`src/rtl/store_trace_fifo.sv`:
```
// store_trace_fifo: captures processor stores that hit an address window into a
// FIFO for a trace consumer, counting stores dropped while full.
module store_trace_fifo #(
  parameter int DEPTH = 16,
  parameter int DROPW = 16
) (
  input  logic                       clk,
  input  logic                       reset,
  input  logic                       memwrite,
  input  logic [31:0]                pc,
  input  logic [31:0]                dataadr,
  input  logic [31:0]                writedata,
  input  logic [31:0]                win_base,
  input  logic [31:0]                win_mask,
  input  logic                       clear,
  input  logic                       trace_ready,
  output logic                       trace_valid,
  output logic [31:0]                trace_pc,
  output logic [31:0]                trace_adr,
  output logic [31:0]                trace_data,
  output logic [$clog2(DEPTH):0]     count,
  output logic                       overflow,
  output logic [DROPW-1:0]           drop_cnt
);
  localparam int AW = $clog2(DEPTH);
  localparam int CW = AW + 1;
  localparam logic [CW-1:0] FULL = CW'(DEPTH);
  logic [95:0]      mem_q [DEPTH];
  logic [AW-1:0]    wr_ptr_q, wr_ptr_d, rd_ptr_q, rd_ptr_d;
  logic [CW-1:0]    count_q, count_d;
  logic             overflow_q, overflow_d;
  logic [DROPW-1:0] drop_cnt_q, drop_cnt_d;
  logic             qual, pop, push, drop;
  always_comb begin
    qual       = memwrite && ((dataadr & win_mask) == win_base);
    pop        = (count_q != '0) && trace_ready;
    push       = qual && ((count_q != FULL) || pop);
    drop       = qual && !push;
    wr_ptr_d   = clear ? '0 : wr_ptr_q + AW'(push);
    rd_ptr_d   = clear ? '0 : rd_ptr_q + AW'(pop);
    count_d    = clear ? '0 : count_q + CW'(push) - CW'(pop);
    overflow_d = !clear && (overflow_q || drop);
    drop_cnt_d = clear ? '0 : (drop && drop_cnt_q != '1) ? drop_cnt_q + 1'b1 : drop_cnt_q;
  end
  always_ff @(posedge clk or negedge reset) begin
    if (!reset) begin
      wr_ptr_q   <= '0;
      rd_ptr_q   <= '0;
      count_q    <= '0;
      overflow_q <= 1'b0;
      drop_cnt_q <= '0;
    end else begin
      wr_ptr_q   <= wr_ptr_d;
      rd_ptr_q   <= rd_ptr_d;
      count_q    <= count_d;
      overflow_q <= overflow_d;
      drop_cnt_q <= drop_cnt_d;
    end
  end
  // Storage is left unreset; every read is masked by trace_valid.
  always_ff @(posedge clk) begin
    if (push && !clear) mem_q[wr_ptr_q] <= {pc, dataadr, writedata};
  end
  always_comb begin
    trace_valid                        = count_q != '0;
    {trace_pc, trace_adr, trace_data}  = trace_valid ? mem_q[rd_ptr_q] : '0;
    count                              = count_q;
    overflow                           = overflow_q;
    drop_cnt                           = drop_cnt_q;
  end
endmodule

```
`config.mk`:
```
export PLATFORM = sky130hd
export DESIGN_NAME = store_trace_fifo
export DESIGN_NICKNAME = d
export VERILOG_FILES = /design/src/rtl/store_trace_fifo.sv
export SDC_FILE = /design/constraint.sdc
export NUM_CORES = 1
export LEC_CHECK = 0
export CORE_MARGIN = 3
export CORE_UTILIZATION = 60
export CTS_CLUSTER_SIZE = 14
export DETAILED_ROUTE_END_ITERATION = 10
export DONT_BUFFER_PORTS = 1
export PLACE_DENSITY_LB_ADDON = 0.08
export SYNTH_ARGS = -nofsm -noshare
export SYNTH_HDL_FRONTEND = slang
export SYNTH_SLANG_ARGS = --single-unit
```
`constraint.sdc`:
```
create_clock -name clk -period 14.43 [get_ports clk]
set_input_delay 0.7215 -clock clk [delete_from_list [all_inputs] [get_ports clk]]
set_output_delay 0.7215 -clock clk [all_outputs]
set_load 0.02 [all_outputs]
```
Word-level counts from Yosys, hierarchy flattened:

Memories as Yosys holds them, arrays and structs flattened.
Index checks and enable logic that the tools add are counted.

* logic and storage cells: 36
* memory bits (writable): 1536
* flip-flop bits (word level): 30
* input bits: 165
* memories: 1

* muxes and demuxes: 8
* bitwise logic cells: 1
* $add $sub $neg: 5
* equal/unequal tests: 3
* reduce and logical (&&, ||, !) cells: 13

Memory list
* mem_q: depth 16, bits a word 96, read ports 1, clocked after memory_dff 0, write ports 1, line 28 `logic [95:0] mem_q [DEPTH];`

Operators by type and width (number)
* two-way mux 96 bit: 1
* bitwise AND 32 bit: 1
* == test 32 bit: 1
* two-way mux 16 bit: 2
* adder 16 x 1 -> 16 bit (second input constant): 1
* inequality test 16 bit (second input constant): 1
* adder 4 x 1 -> 4 bit: 2
* two-way mux 4 bit: 2
* logical AND 1 bit: 7
* adder 5 x 1 -> 5 bit: 1
* two-way mux 5 bit: 1
* inequality test 5 bit (second input constant): 1
* nonzero test 5 bit: 1
* subtractor 5 x 1 -> 5 bit: 1
* logical NOT 1 bit: 2
* logical OR 1 bit: 2
* two-way mux 1 bit: 2
* nonzero test 2 bit: 1

Depth between registers and ports, before layout:

* depth after elaboration: 9
* depth in mapped cells: 15

Least setup slack after synthesis:

No wires, ideal clock.

* kind: input port to flip-flop
* start point: input port win_mask[17]
* end point: memory mem_q[1][0], enable pin
* required time: 13.644 ns
* path slack: 2.565 ns
* stages: 6
* buffers on the path: 0
* arrival: 11.079 ns
* library setup time: 0.786 ns
* cell sequence: and3b_1 -> nor4_1 -> nand4_1 -> a2111oi_0 -> nand4b_1 -> nor4_1

* cells in the longest elaborated chain, start to end: 7

Ends and longest elaborated chain
* start: declaration: line 14 `input logic [31:0] win_mask,`
* bitwise AND 32 bit: line 35 `qual = memwrite && ((dataadr & win_mask) == win_base);`
* == test 32 bit: line 35
* logical AND 1 bit: line 35
* logical AND 1 bit: line 37 `push = qual && ((count_q != FULL) || pop);`
* logical AND 1 bit: line 62 `if (push && !clear) mem_q[wr_ptr_q] <= {pc, dataadr, writedata};`
* two-way mux 1 bit: line 62
* two-way mux 1 bit (not written as such): line 62
* end: declaration: line 28

Every way passes these cells.

Final worst setup path:

* start point: register rd_ptr_q[1]
* end point: output port trace_adr[17]

* cells in the longest elaborated chain, start to end: 2

Ends and longest elaborated chain
* start: declaration: line 29 `logic [AW-1:0] wr_ptr_q, wr_ptr_d, rd_ptr_q, rd_ptr_d;`
* start signal: assignment: line 54 `rd_ptr_q <= rd_ptr_d;`
* memory (16 x 96 bit)
* two-way mux 96 bit: line 66 `{trace_pc, trace_adr, trace_data} = trace_valid ? mem_q[rd_ptr_q] : '0;`
* end: declaration: line 19 `output logic [31:0] trace_adr,`

Every way passes these cells.

==> reports/qor.txt <==
GRT busiest layer - met2
Top cells by area, synth - edfxtp_1 76%, mux4_2 18%, dfrtp_1 1.2%, nor2b_1 1.2%, clkbuf_1 0.50%
Yosys top cell area share - 75.92%
Sequential fraction of the synthesis area - 77.15%
CP Capture Type - output pin
Total CTS buffers - 157
Critical Path Start Type - flop
CP Data Required Time - 13.71 ns
Routed length per placed instance - 32.64 µm
Most common cell in the netlist - edfxtp_1
Hold path start - clear
Mapped Nets - 2,737
Syn Inst Count - 2,560
Reg-to-Reg Start - count[2]
H-tree level count - 4
CTS tree - yes
Gpl congestion - 0.7808
Place WS - 8.808 ns
Vias post-DR - 27,520
Hold EP - count[2]
Skew final - 0.01992 ns
Grt total ovfl - 0
FF+latch count, synth - 1,566
Max cap viols - 0
Nets@finish - 2,833
Maximum clock path buffer count - 3
ANT cells - 0
Status - finished, final reports clean
Port buffer count - 0
Starting Density - 60.58%
Die X - 324.2 µm
Post-synthesis cell type count - 53
Total track usage - 26.40%
Fraction of registers with async set/reset - 1.916%
Ys Warns - 0
DRC Markers - 0
Fin util - 67.35%
Top FF cell, synth - edfxtp_1
Site row count - 116
Critical path class - flop to output pin
DR vias/cell - 6.656
Worst reg2reg setup slack - 9.51 ns
Grt met2 use - 42.63%
Worst reg2reg path depth - 7
F_max - 176.1 MHz
Most area-hungry cell type in the Yosys netlist - edfxtp_1
Number of global-route vias before repair - 28,870
Total core area - 0.1003 mm²
Non-filler cells, final - 4,135
Multi-input gate area - 0.01339 mm²
Clk Latency, worst-skew pair - 0.74 ns
Global-route wire length before repair - 197,200 µm
Die Y-Extent - 324.2 µm
Pin count of the biggest net entering global routing - 117
Clock Sinks - 1,566
Mapped cell area - 0.06076 mm²
Peak supply drop - 0.1532 mV
Io pins - 284
Final setup viols - 0
DRT Pass-1 Iters - 5
Slew Viols, Final - 0
Initial antenna violation count - 3
Worst reg2reg endpoint - mem_q[5][12]
Cts repair resizes - 0
Worst Hold Class - input pin to flop
Synth-to-layout area growth - 11.18%
Final critical-path share of the clock period - 39.34%
Total wire length - 135,000 µm
Fillers - 6,267
Die area - 0.1051 mm²
Hold Crit Depth - 1
Cells after DPL - 3,849
Syn Area/Cell - 23.73 µm²
Power Density - 161.1 mW/mm²
Iter 0 DRT Violations - 2,892
Worst EP arrival - 4.96 ns
Share of post-route cells with drive strength above 1 - 28.40%
Final Hold Fails - 0
GR met1 Demand/Resource - 37.05%
Postcts setup bufs - 0
Top cells by count, synth - 1,536 x edfxtp_1, 480 x mux4_2, 114 x nor2b_1
Post-synth EDFFs - 1,536
CTS Hold Bufs - 5
GRT met3 Usage - 6.582%
Post-detailed-route count of antenna-violating nets - 0
Setup ws final - 8.753 ns
CTS root buffer - clkbuf_16
Worst Max-Slew Pin Slew - 1.191 ns
FF+latch area - 0.04689 mm²
RSZ-0062 raised after global routing - no
CP max FO - 77
Final Critical Period - 5.677 ns
Leakage - 20.56 nW
Setup TNS Final - 0 ns
Post-DP HPWL - 70,130 µm
Slew Limit Headroom - 20.63%
Clock-pin slew on the worst setup and hold paths - 0.06 ns
==> layout make-up <==
class                           count  share of cell area [%]
Multi-Input combinational cell    852                   19.82
Sequential cell                  1566                   69.42
Tap cell                         1357                   2.514
Clock buffer                      206                   6.340
Inverter                           11                 0.06112
Clock inverter                     75                   1.019
Timing Repair Buffer               68                  0.8261
==> cell families after synthesis <==
family                   share of synthesized area, %
AO/OA/AOI/OAI                                  0.7393
XOR/XNOR                                       0.1009
adder cells (fa/ha/maj)                        0.2595
buffers and inverters                          0.9802
flip-flops                                      77.15
multiplexers                                    18.01
AND/OR/NAND/NOR                                 2.755
==> flip-flops by register name (all words and copies together) (netlist names) <==
signal and flops:
count 5, drop_cnt 16, mem_q 1536, overflow 1, rd_ptr_q 4, wr_ptr_q 4
==> worst max-delay path, stage by stage, from the launching register on <==
cell and delay, ns:
dfrtp_4 0.89, buf_4 1.00, buf_4 0.95, mux4_2 0.42, mux4_2 0.50, nor2b_1 0.26
==> how the worst max path moves through the flow <==
stage	endpoint	slack, ns	start	cells past startpoint
finish	trace_adr[17]	8.75	rd_ptr_q[1]	5
global route	trace_data[13]	8.48	rd_ptr_q[0]	5
CTS	trace_data[13]	8.71	rd_ptr_q[0]	5
detailed placement	mem_q[5][8]	8.81	win_mask[28]	8
global placement	mem_q[5][8]	8.92	win_mask[28]	8
floorplan	mem_q[1][0]	2.56	win_mask[17]	6
==> metrics by stage <==
stage                     hold WS [ns]  cell area, µm²  power (mW)
final                          0.05808           67550       10.88
after global routing          0.004613           67550       11.29
after CTS                    0.0001107           67550       11.01
after detailed placement        0.4269           62520       7.094
after global placement          0.4269           62520       7.083
after floorplan                 0.4259           60760       6.677
==> where the power goes <==
| group | leakage (nW) | internal (mW) | switching [mW] |
|---|---|---|---|
| combinational | 3.92 | 0.879 | 1.02 |
| sequential | 14.2 | 5.00 | 0.0587 |
| clock | 2.44 | 2.31 | 1.61 |
==> routing by layer <==
metal,wire (µm),part of all wire [%]
met1,52820,39
met2,68160,51
met3,10830,8.0
met4,3148,2.3
met5,0,0
==> placed cells by master (no fill, tap or decap), drive strengths merged, types with 2 or more instances in the layout <==
| cell type | instances |
|---|---|
| bufinv | 13 |
| nor2 | 28 |
| nor4 | 21 |
| xor2 | 3 |
| nand2 | 19 |
| mux4 | 480 |
| a221o | 2 |
| a21o | 8 |
| nand2b | 7 |
| nand3 | 23 |
| nor3b | 3 |
| a21oi | 13 |
| mux2 | 11 |
| a31oi | 2 |
| clkinv | 55 |
| dfrtp | 30 |
| nor3 | 15 |
| o21ai | 2 |
| nor2b | 114 |
| and3b | 17 |
| edfxtp | 1536 |
| a21boi | 14 |
| nand4 | 11 |
| or4 | 2 |
| and3 | 10 |
| dlygate4sd3 | 4 |
| a211oi | 6 |
| inv | 17 |
| buf | 64 |
| xnor2 | 4 |
| ha | 11 |
| or3b | 2 |
| o22a | 3 |
| a2111oi | 3 |
| a31o | 3 |
| clkbuf | 206 |
Power figures use the tool's default switching activity.
